File: src/rtl/bg_pkg.sv
// Shared types, geometry and colour tables for the background renderer.
package bg_pkg;

  // Pixel classification, listed in priority order (highest first).
  typedef enum logic [1:0] {
    PATH       = 2'd0,
    BANNER_IN  = 2'd1,
    BANNER_OUT = 2'd2,
    FIELD      = 2'd3
  } region_t;

  // Level-transition fade controller states.
  typedef enum logic [1:0] {
    IDLE     = 2'd0,
    FADE_OUT = 2'd1,
    FADE_IN  = 2'd2
  } fade_state_t;

  // Axis-aligned rectangle, all bounds inclusive.
  typedef struct packed {
    logic [9:0] x0;
    logic [9:0] x1;
    logic [9:0] y0;
    logic [9:0] y1;
  } rect_t;

  // Enemy path: a snake of horizontal and vertical segments across the field.
  localparam int NUM_PATH_RECTS = 7;
  localparam rect_t PATH_RECTS [NUM_PATH_RECTS] = '{
    '{10'd0,   10'd120, 10'd280, 10'd320},
    '{10'd80,  10'd120, 10'd120, 10'd320},
    '{10'd80,  10'd320, 10'd120, 10'd160},
    '{10'd280, 10'd320, 10'd120, 10'd420},
    '{10'd280, 10'd520, 10'd380, 10'd420},
    '{10'd480, 10'd520, 10'd200, 10'd420},
    '{10'd480, 10'd639, 10'd200, 10'd240}
  };

  // Banner geometry: two end caps joined by a band along the top edge.
  localparam logic [9:0]  INNER_CX_L  = 10'd100;
  localparam logic [9:0]  INNER_CX_R  = 10'd540;
  localparam logic [22:0] INNER_R2    = 23'd2500;
  localparam logic [9:0]  INNER_Y_MAX = 10'd50;
  localparam logic [9:0]  OUTER_CX_L  = 10'd70;
  localparam logic [9:0]  OUTER_CX_R  = 10'd570;
  localparam logic [22:0] OUTER_R2    = 23'd6400;
  localparam logic [9:0]  OUTER_Y_MAX = 10'd80;

  // Fixed colours and the per-level field palette.
  localparam logic [23:0] COLOUR_PATH       = 24'h808080;
  localparam logic [23:0] COLOUR_BANNER_IN  = 24'he9bf2f;
  localparam logic [23:0] COLOUR_BANNER_OUT = 24'hfdeca6;
  localparam logic [23:0] COLOUR_NO_LEVEL   = 24'hffffff;
  localparam int NUM_PALETTE = 3;
  localparam logic [23:0] FIELD_PALETTE [NUM_PALETTE] = '{
    24'ha6e0fd, 24'hc0c0c0, 24'h0ed145
  };

  function automatic logic in_rect(input logic [9:0] x, input logic [9:0] y, input rect_t r);
    return (x >= r.x0) && (x <= r.x1) && (y >= r.y0) && (y <= r.y1);
  endfunction

  // Distance test uses a signed X difference so points left of the centre
  // square correctly instead of wrapping to a huge unsigned value.
  function automatic logic in_circle(input logic [9:0] x, input logic [9:0] y,
                                     input logic [9:0] cx, input logic [22:0] r2);
    logic signed [10:0] dx;
    logic signed [21:0] dx_ext;
    logic signed [21:0] dx_sq;
    logic        [19:0] dy_sq;
    logic        [22:0] dist2;
    dx     = $signed({1'b0, x}) - $signed({1'b0, cx});
    dx_ext = 22'(dx);
    dx_sq  = dx_ext * dx_ext;
    dy_sq  = {10'd0, y} * {10'd0, y};
    dist2  = {1'b0, $unsigned(dx_sq)} + {3'd0, dy_sq};
    return dist2 <= r2;
  endfunction

  // Banner shape: left cap, right cap, or the band between the centres.
  function automatic logic in_banner(input logic [9:0] x, input logic [9:0] y,
                                     input logic [9:0] cx_l, input logic [9:0] cx_r,
                                     input logic [22:0] r2, input logic [9:0] y_max);
    return in_circle(x, y, cx_l, r2) || in_circle(x, y, cx_r, r2) ||
           ((x >= cx_l) && (x <= cx_r) && (y <= y_max));
  endfunction

endpackage

File: src/rtl/bg_region_classify.sv
// Combinational pixel classifier: coordinate in, region class out.
module bg_region_classify
  import bg_pkg::*;
#(
  parameter int NUM_RECTS = 7
) (
  input  logic [9:0] draw_x_i,
  input  logic [9:0] draw_y_i,
  output region_t    region_o
);

  logic [NUM_RECTS-1:0] rect_hit;
  logic                 inner_hit;
  logic                 outer_hit;

  for (genvar gi = 0; gi < NUM_RECTS; gi++) begin : g_rect
    assign rect_hit[gi] = in_rect(draw_x_i, draw_y_i, PATH_RECTS[gi]);
  end

  assign inner_hit = in_banner(draw_x_i, draw_y_i, INNER_CX_L, INNER_CX_R, INNER_R2, INNER_Y_MAX);
  assign outer_hit = in_banner(draw_x_i, draw_y_i, OUTER_CX_L, OUTER_CX_R, OUTER_R2, OUTER_Y_MAX);

  // Priority resolve: path over inner banner over outer banner over field.
  always_comb begin
    region_o = FIELD;
    if (|rect_hit)      region_o = PATH;
    else if (inner_hit) region_o = BANNER_IN;
    else if (outer_hit) region_o = BANNER_OUT;
  end

endmodule

File: src/rtl/background_renderer.sv
// Two-stage background colour pipeline with a frame-stepped level fade.
module background_renderer
  import bg_pkg::*;
#(
  parameter int LVL_W           = 3,
  parameter int NUM_LEVELS      = 3,
  parameter int NUM_RECTS       = 7,
  parameter int ALPHA_W         = 4,
  parameter int FRAMES_PER_STEP = 2
) (
  input  logic             Clk,
  input  logic             Reset_n,
  input  logic [9:0]       DrawX,
  input  logic [9:0]       DrawY,
  input  logic             pix_valid_in,
  input  logic             frame_start,
  input  logic [LVL_W-1:0] level_index,
  output logic [23:0]      data_Out_background,
  output logic             pix_valid_out,
  output logic             fade_busy,
  output logic [LVL_W-1:0] level_active
);

  localparam logic [ALPHA_W:0] ALPHA_FULL = (ALPHA_W + 1)'(2 ** ALPHA_W);
  localparam logic [ALPHA_W:0] ALPHA_ONE  = (ALPHA_W + 1)'(1);
  localparam int CNT_W  = (FRAMES_PER_STEP > 1) ? $clog2(FRAMES_PER_STEP) : 1;
  localparam int PROD_W = 8 + ALPHA_W + 1;
  localparam logic [CNT_W-1:0] CNT_LAST = CNT_W'(FRAMES_PER_STEP - 1);

  // Fade controller state
  fade_state_t      state_q;
  logic [ALPHA_W:0] alpha_q;
  logic [CNT_W-1:0] frame_cnt_q;
  logic [LVL_W-1:0] target_q;
  logic [LVL_W-1:0] level_q;
  logic             busy_q;
  logic             step_now;

  // Pipeline state
  region_t          region_s1_q;
  logic [LVL_W-1:0] level_s1_q;
  logic             valid_s1_q;
  logic [23:0]      colour_s2_q;
  logic             valid_s2_q;

  region_t          region_c;
  logic [23:0]      field_colour;
  logic [23:0]      base_colour;
  logic [23:0]      scaled_colour;

  assign step_now = frame_start && (frame_cnt_q == CNT_LAST);

  // Fade FSM: alpha only moves on counted frame_start pulses, so level_active
  // switches at vertical blank and a frame never mixes two levels.
  always_ff @(posedge Clk or negedge Reset_n) begin
    if (!Reset_n) begin
      state_q     <= IDLE;
      alpha_q     <= ALPHA_FULL;
      frame_cnt_q <= '0;
      target_q    <= '0;
      level_q     <= '0;
      busy_q      <= 1'b0;
    end else begin
      case (state_q)
        IDLE: begin
          alpha_q     <= ALPHA_FULL;
          frame_cnt_q <= '0;
          if (level_index != level_q) begin
            target_q <= level_index;
            state_q  <= FADE_OUT;
            busy_q   <= 1'b1;
          end
        end
        FADE_OUT: begin
          // Latest request wins; the dim-down keeps going regardless.
          target_q <= level_index;
          if (frame_start) begin
            if (step_now) begin
              frame_cnt_q <= '0;
              alpha_q     <= alpha_q - ALPHA_ONE;
              if (alpha_q == ALPHA_ONE) begin
                level_q <= target_q;
                state_q <= FADE_IN;
              end
            end else begin
              frame_cnt_q <= frame_cnt_q + 1'b1;
            end
          end
        end
        FADE_IN: begin
          if (level_index != level_q) begin
            // Reverse direction from the current alpha; no brightness jump.
            target_q    <= level_index;
            frame_cnt_q <= '0;
            state_q     <= FADE_OUT;
          end else if (frame_start) begin
            if (step_now) begin
              frame_cnt_q <= '0;
              alpha_q     <= alpha_q + ALPHA_ONE;
              if (alpha_q == ALPHA_FULL - ALPHA_ONE) begin
                state_q <= IDLE;
                busy_q  <= 1'b0;
              end
            end else begin
              frame_cnt_q <= frame_cnt_q + 1'b1;
            end
          end
        end
        default: begin
          state_q     <= IDLE;
          alpha_q     <= ALPHA_FULL;
          frame_cnt_q <= '0;
          busy_q      <= 1'b0;
        end
      endcase
    end
  end

  bg_region_classify #(
    .NUM_RECTS(NUM_RECTS)
  ) u_classify (
    .draw_x_i(DrawX),
    .draw_y_i(DrawY),
    .region_o(region_c)
  );

  // Stage 1: capture region class, the level it belongs to, and valid.
  always_ff @(posedge Clk or negedge Reset_n) begin
    if (!Reset_n) begin
      region_s1_q <= PATH;
      level_s1_q  <= '0;
      valid_s1_q  <= 1'b0;
    end else begin
      region_s1_q <= region_c;
      level_s1_q  <= level_q;
      valid_s1_q  <= pix_valid_in;
    end
  end

  // Field palette lookup; levels outside the palette render white.
  always_comb begin
    field_colour = COLOUR_NO_LEVEL;
    for (int i = 0; i < NUM_PALETTE; i++) begin
      if ((i < NUM_LEVELS) && (level_s1_q == LVL_W'(i))) field_colour = FIELD_PALETTE[i];
    end
  end

  // Pick the unfaded colour for the stage-1 region.
  always_comb begin
    base_colour = field_colour;
    case (region_s1_q)
      PATH:       base_colour = COLOUR_PATH;
      BANNER_IN:  base_colour = COLOUR_BANNER_IN;
      BANNER_OUT: base_colour = COLOUR_BANNER_OUT;
      default:    base_colour = field_colour;
    endcase
  end

  // Per-channel alpha scale: (c * alpha) >> ALPHA_W, identity at full alpha.
  for (genvar gi = 0; gi < 3; gi++) begin : g_chan
    assign scaled_colour[gi*8 +: 8] =
      8'((PROD_W'(base_colour[gi*8 +: 8]) * PROD_W'(alpha_q)) >> ALPHA_W);
  end

  // Stage 2: register the faded colour and valid.
  always_ff @(posedge Clk or negedge Reset_n) begin
    if (!Reset_n) begin
      colour_s2_q <= 24'h000000;
      valid_s2_q  <= 1'b0;
    end else begin
      colour_s2_q <= scaled_colour;
      valid_s2_q  <= valid_s1_q;
    end
  end

  assign data_Out_background = colour_s2_q;
  assign pix_valid_out       = valid_s2_q;
  assign fade_busy           = busy_q;
  assign level_active        = level_q;

endmodule

File: config.mk
export PLATFORM = sky130hd
export DESIGN_NAME = background_renderer
export DESIGN_NICKNAME = d
export VERILOG_FILES = /design/src/rtl/bg_pkg.sv /design/src/rtl/bg_region_classify.sv /design/src/rtl/background_renderer.sv
export SDC_FILE = /design/constraint.sdc
export NUM_CORES = 1
export LEC_CHECK = 0
export BUFFER_PORTS_ARGS = -buffer_cell sky130_fd_sc_hd__buf_2
export CAP_MARGIN = 30
export CELL_PAD_IN_SITES_DETAIL_PLACEMENT = 1
export CELL_PAD_IN_SITES_GLOBAL_PLACEMENT = 1
export CORE_MARGIN = 1.5
export CORE_UTILIZATION = 41
export DETAILED_ROUTE_END_ITERATION = 10
export PLACE_DENSITY = 0.79
export SLEW_MARGIN = 10
export SYNTH_ARGS = -nofsm -noshare
export SYNTH_HDL_FRONTEND = slang
export SYNTH_SLANG_ARGS = --single-unit
File: constraint.sdc
create_clock -name Clk -period 9.3 [get_ports Clk]
set_input_delay 1.86 -clock Clk [delete_from_list [all_inputs] [get_ports Clk]]
set_output_delay 1.86 -clock Clk [all_outputs]
set_load 0.02 [all_outputs]
==> results.json <==
{
  "status": "complete, but fails checks",
  "failed_checks": "negative setup slack",
  "wl_per_cell_um": 19.6,
  "synthesis.area_um2": 28200,
  "synth.distinct_cells": 91,
  "slew_violations": 0,
  "ys_seq_area_share_pct": 4.08,
  "drive_gt1_share_pct": 19.8,
  "place_ws_ns": -0.943,
  "drc": 0,
  "drt-total-wl_um": 91500,
  "cts_tree": "yes",
  "synth.yosys.warnings": 0,
  "setup_viol": 2,
  "chipWidth_um": 265,
  "finalCritPeriodShare_pct": 103,
  "wl_met2_um": 47900,
  "clockBufferDepth": 2,
  "boundaryPins": 56,
  "min_path_type": "reg2reg",
  "final_cell_mix": "inv_1, fa_1, buf_4",
  "final_common_cell": "inv_1",
  "ys_ff_latch": 46,
  "worst_skew_pair.late_latency_ns": 0.30,
  "layout.nets": 4703,
  "antenna_found_initial": 1,
  "skew_ns": 0.00969,
  "dr.first_iter.drc_count": 1026,
  "required_ns": 9.48,
  "rsz0062_at_grt": "true",
  "io_buffers": 55,
  "hpwl_um": 78700,
  "critPathArrivalTime_ns": 9.74,
  "met1Wirelength_um": 36300,
  "dieArea_um2": 70500,
  "track_usage_pct": 26.1,
  "maxCapViolCount": 0,
  "cpLargestDelayFamily": "adder cells",
  "final_antenna_net_count": 0,
  "via_count": 24800,
  "highest_layer": "met4",
  "clkSinkCount": 46,
  "syn_area_per_cell_um2": 8.56,
  "overflow": 0,
  "critical_path.max_fanout": 4,
  "slew_headroom_pct": 34.1,
  "path_buf_inv": 10,
  "critical_path.max_stage_delay_ns": 0.56,
  "setup_slack_ns": -0.253,
  "area_delta_synth_final_pct": 21.2,
  "cts_made_buffers": 5,
  "worstMarginPinSlew_ns": 0.982,
  "clk_pin_slew_worst_paths_ns": 0.07,
  "synth-edff-count": 0,
  "synth_cells": 3298,
  "coreArea_um2": 68300,
  "placed_cell_area_um2": 33200,
  "fin_crit_ns": 9.55,
  "grt_pass1_wl_um": 147000,
  "crit_slowest_cell": "fa_1",
  "design_area_um2": 34200,
  "routed_via_density": 5.31,
  "fillers": 8067,
  "start_kind": "input pin",
  "start_util_pct": 41.3,
  "rows": 96,
  "wl_met3_um": 3160,
  "syn_nets": 4209,
  "finalHoldViolCount": 0,
  "first_pass_iters": 5,
  "fmax_ghz": 0.105,
  "grt_start_max_net_pins": 34,
  "synthArstFlopShare_pct": 100,
  "gp_congestion": 0.903,
  "grt_pass1_vias": 28300,
  "cts_root_buf": "clkbuf_16",
  "endpoint_kind": "flop",
  "ys.flop_type": "dfrtp_1",
  "die_h_um": 265,
  "h-tree-depth": 2,
  "criticalPathCategory": "in2reg"
}
-- state kept, by name, indices dropped and copies added, names as in the netlist --
name and count:
pix_valid_out 1, data_Out_background 24, target_q 3, valid_s1_q 1
state_q 2, fade_busy 1, alpha_q 5, frame_cnt_q 1
region_s1_q 2, level_active 3, level_s1_q 3
-- synthesized netlist by cell type (all sizes together) (9+ instances only) --
| cell | count | area, um2 |
|---|---|---|
| nand3b | 10 | 75.1 |
| o21a | 29 | 220 |
| mux2 | 10 | 116 |
| nor2 | 261 | 985 |
| a21o | 31 | 233 |
| nor3 | 56 | 280 |
| nand4 | 14 | 87.6 |
| a21oi | 142 | 714 |
| xnor2 | 134 | 1170 |
| a211o | 9 | 78.8 |
| buf | 12 | 53.8 |
| clkbuf | 47 | 176 |
| ha | 362 | 4530 |
| fa | 522 | 10500 |
| or2 | 14 | 87.6 |
| o211ai | 9 | 67.6 |
| and3 | 17 | 106 |
| o21ai | 109 | 546 |
| dfrtp | 45 | 1130 |
| a2111oi | 9 | 81.3 |
| a31oi | 24 | 150 |
| or3 | 14 | 88.8 |
| nand2b | 41 | 257 |
| a211oi | 25 | 193 |
| nor2b | 30 | 195 |
| mux2i | 9 | 90.1 |
| xor2 | 73 | 639 |
| o21bai | 10 | 75.1 |
| inv | 796 | 2990 |
| nand3 | 37 | 185 |
| and2 | 58 | 363 |
| o31ai | 11 | 92.6 |
| nand2 | 229 | 860 |
-- worst paths after layout --
check / start / endpoint / slack, ns / depth (start not counted)
worst min-delay path: valid_s1_q$_DFF_PN0_ / pix_valid_out$_DFF_PN0_ / 0.35 / 0
worst max register to register: region_s1_q[0]$_DFF_PN0_ / data_Out_background[15]$_DFF_PN0_ / 3.70 / 15
min in group asynchronous: Reset_n / state_q[1]$_DFFE_PN0P_ / 1.46 / 1
worst max-delay path: DrawX[3] / region_s1_q[0]$_DFF_PN0_ / -0.25 / 36
max in group asynchronous: Reset_n / alpha_q[4]$_DFFE_PN1P_ / 7.28 / 2
worst min register to register: valid_s1_q$_DFF_PN0_ / pix_valid_out$_DFF_PN0_ / 0.35 / 0
-- kinds of logic (layout without fill, tap and decap cells) --
logic type                 count (synthesis)  after routing  synth area share (%)
DFF                                       46             46                  4.08
AOI/OAI and AO/OA                        478            478                  10.9
buffers and inverters                    859           1354                  11.4
xor gates and xnor gates                 207            207                  6.42
adders and majority gates                884            884                  53.0
muxes                                     19             19                 0.731
and+or+nand+nor                          804            804                  13.3
other                                      1              2                0.0133
-- per-layer routing --
layer	up-vias	track usage [%]
li1	11300	-
met1	12700	30.3
met2	554	49.6
met3	233	1.84
met4	0	10.2
met5	-	0
-- cell type report --
type,count,area (um2),area share (%)
flip-flops and latches,46,1150,3.37
multi-input cells,2393,24800,72.3
repair buffers,546,4060,11.9
clock buffers,5,125,0.366
well taps,882,1100,3.22
inverters,800,3010,8.79
diodes,1,2.50,0.00731
clock inverters,3,25.0,0.0731
-- stage by stage --
| step | hold slack [ns] | utilization (%) | std cells | TNS, ns |
|---|---|---|---|---|
| 3_5_place_dp | 0.342 | 48.6 | 4640 | -1.75 |
| 4_1_cts | 0.358 | 49.6 | 4664 | -0.152 |
| 6_report | 0.355 | 50.1 | 4676 | -0.355 |
| 3_3_place_gp | 0.334 | 48.6 | 4639 | -0.906 |
| 5_1_grt | 0.371 | 50.1 | 4676 | -0.847 |
| 2_1_floorplan | 0.331 | - | 3298 | -0.0149 |
-- repair_timing --
item                       CTS  global route
setup buffers               17            10
hold buffers                 0             0
gates resized for setup     91            57
pin swaps                   64            42
setup endpoints to repair    2             2
Power is left out: the tool's default activity adds up to more than one toggle a clock period on the data nets, which glitch-free logic cannot reach.
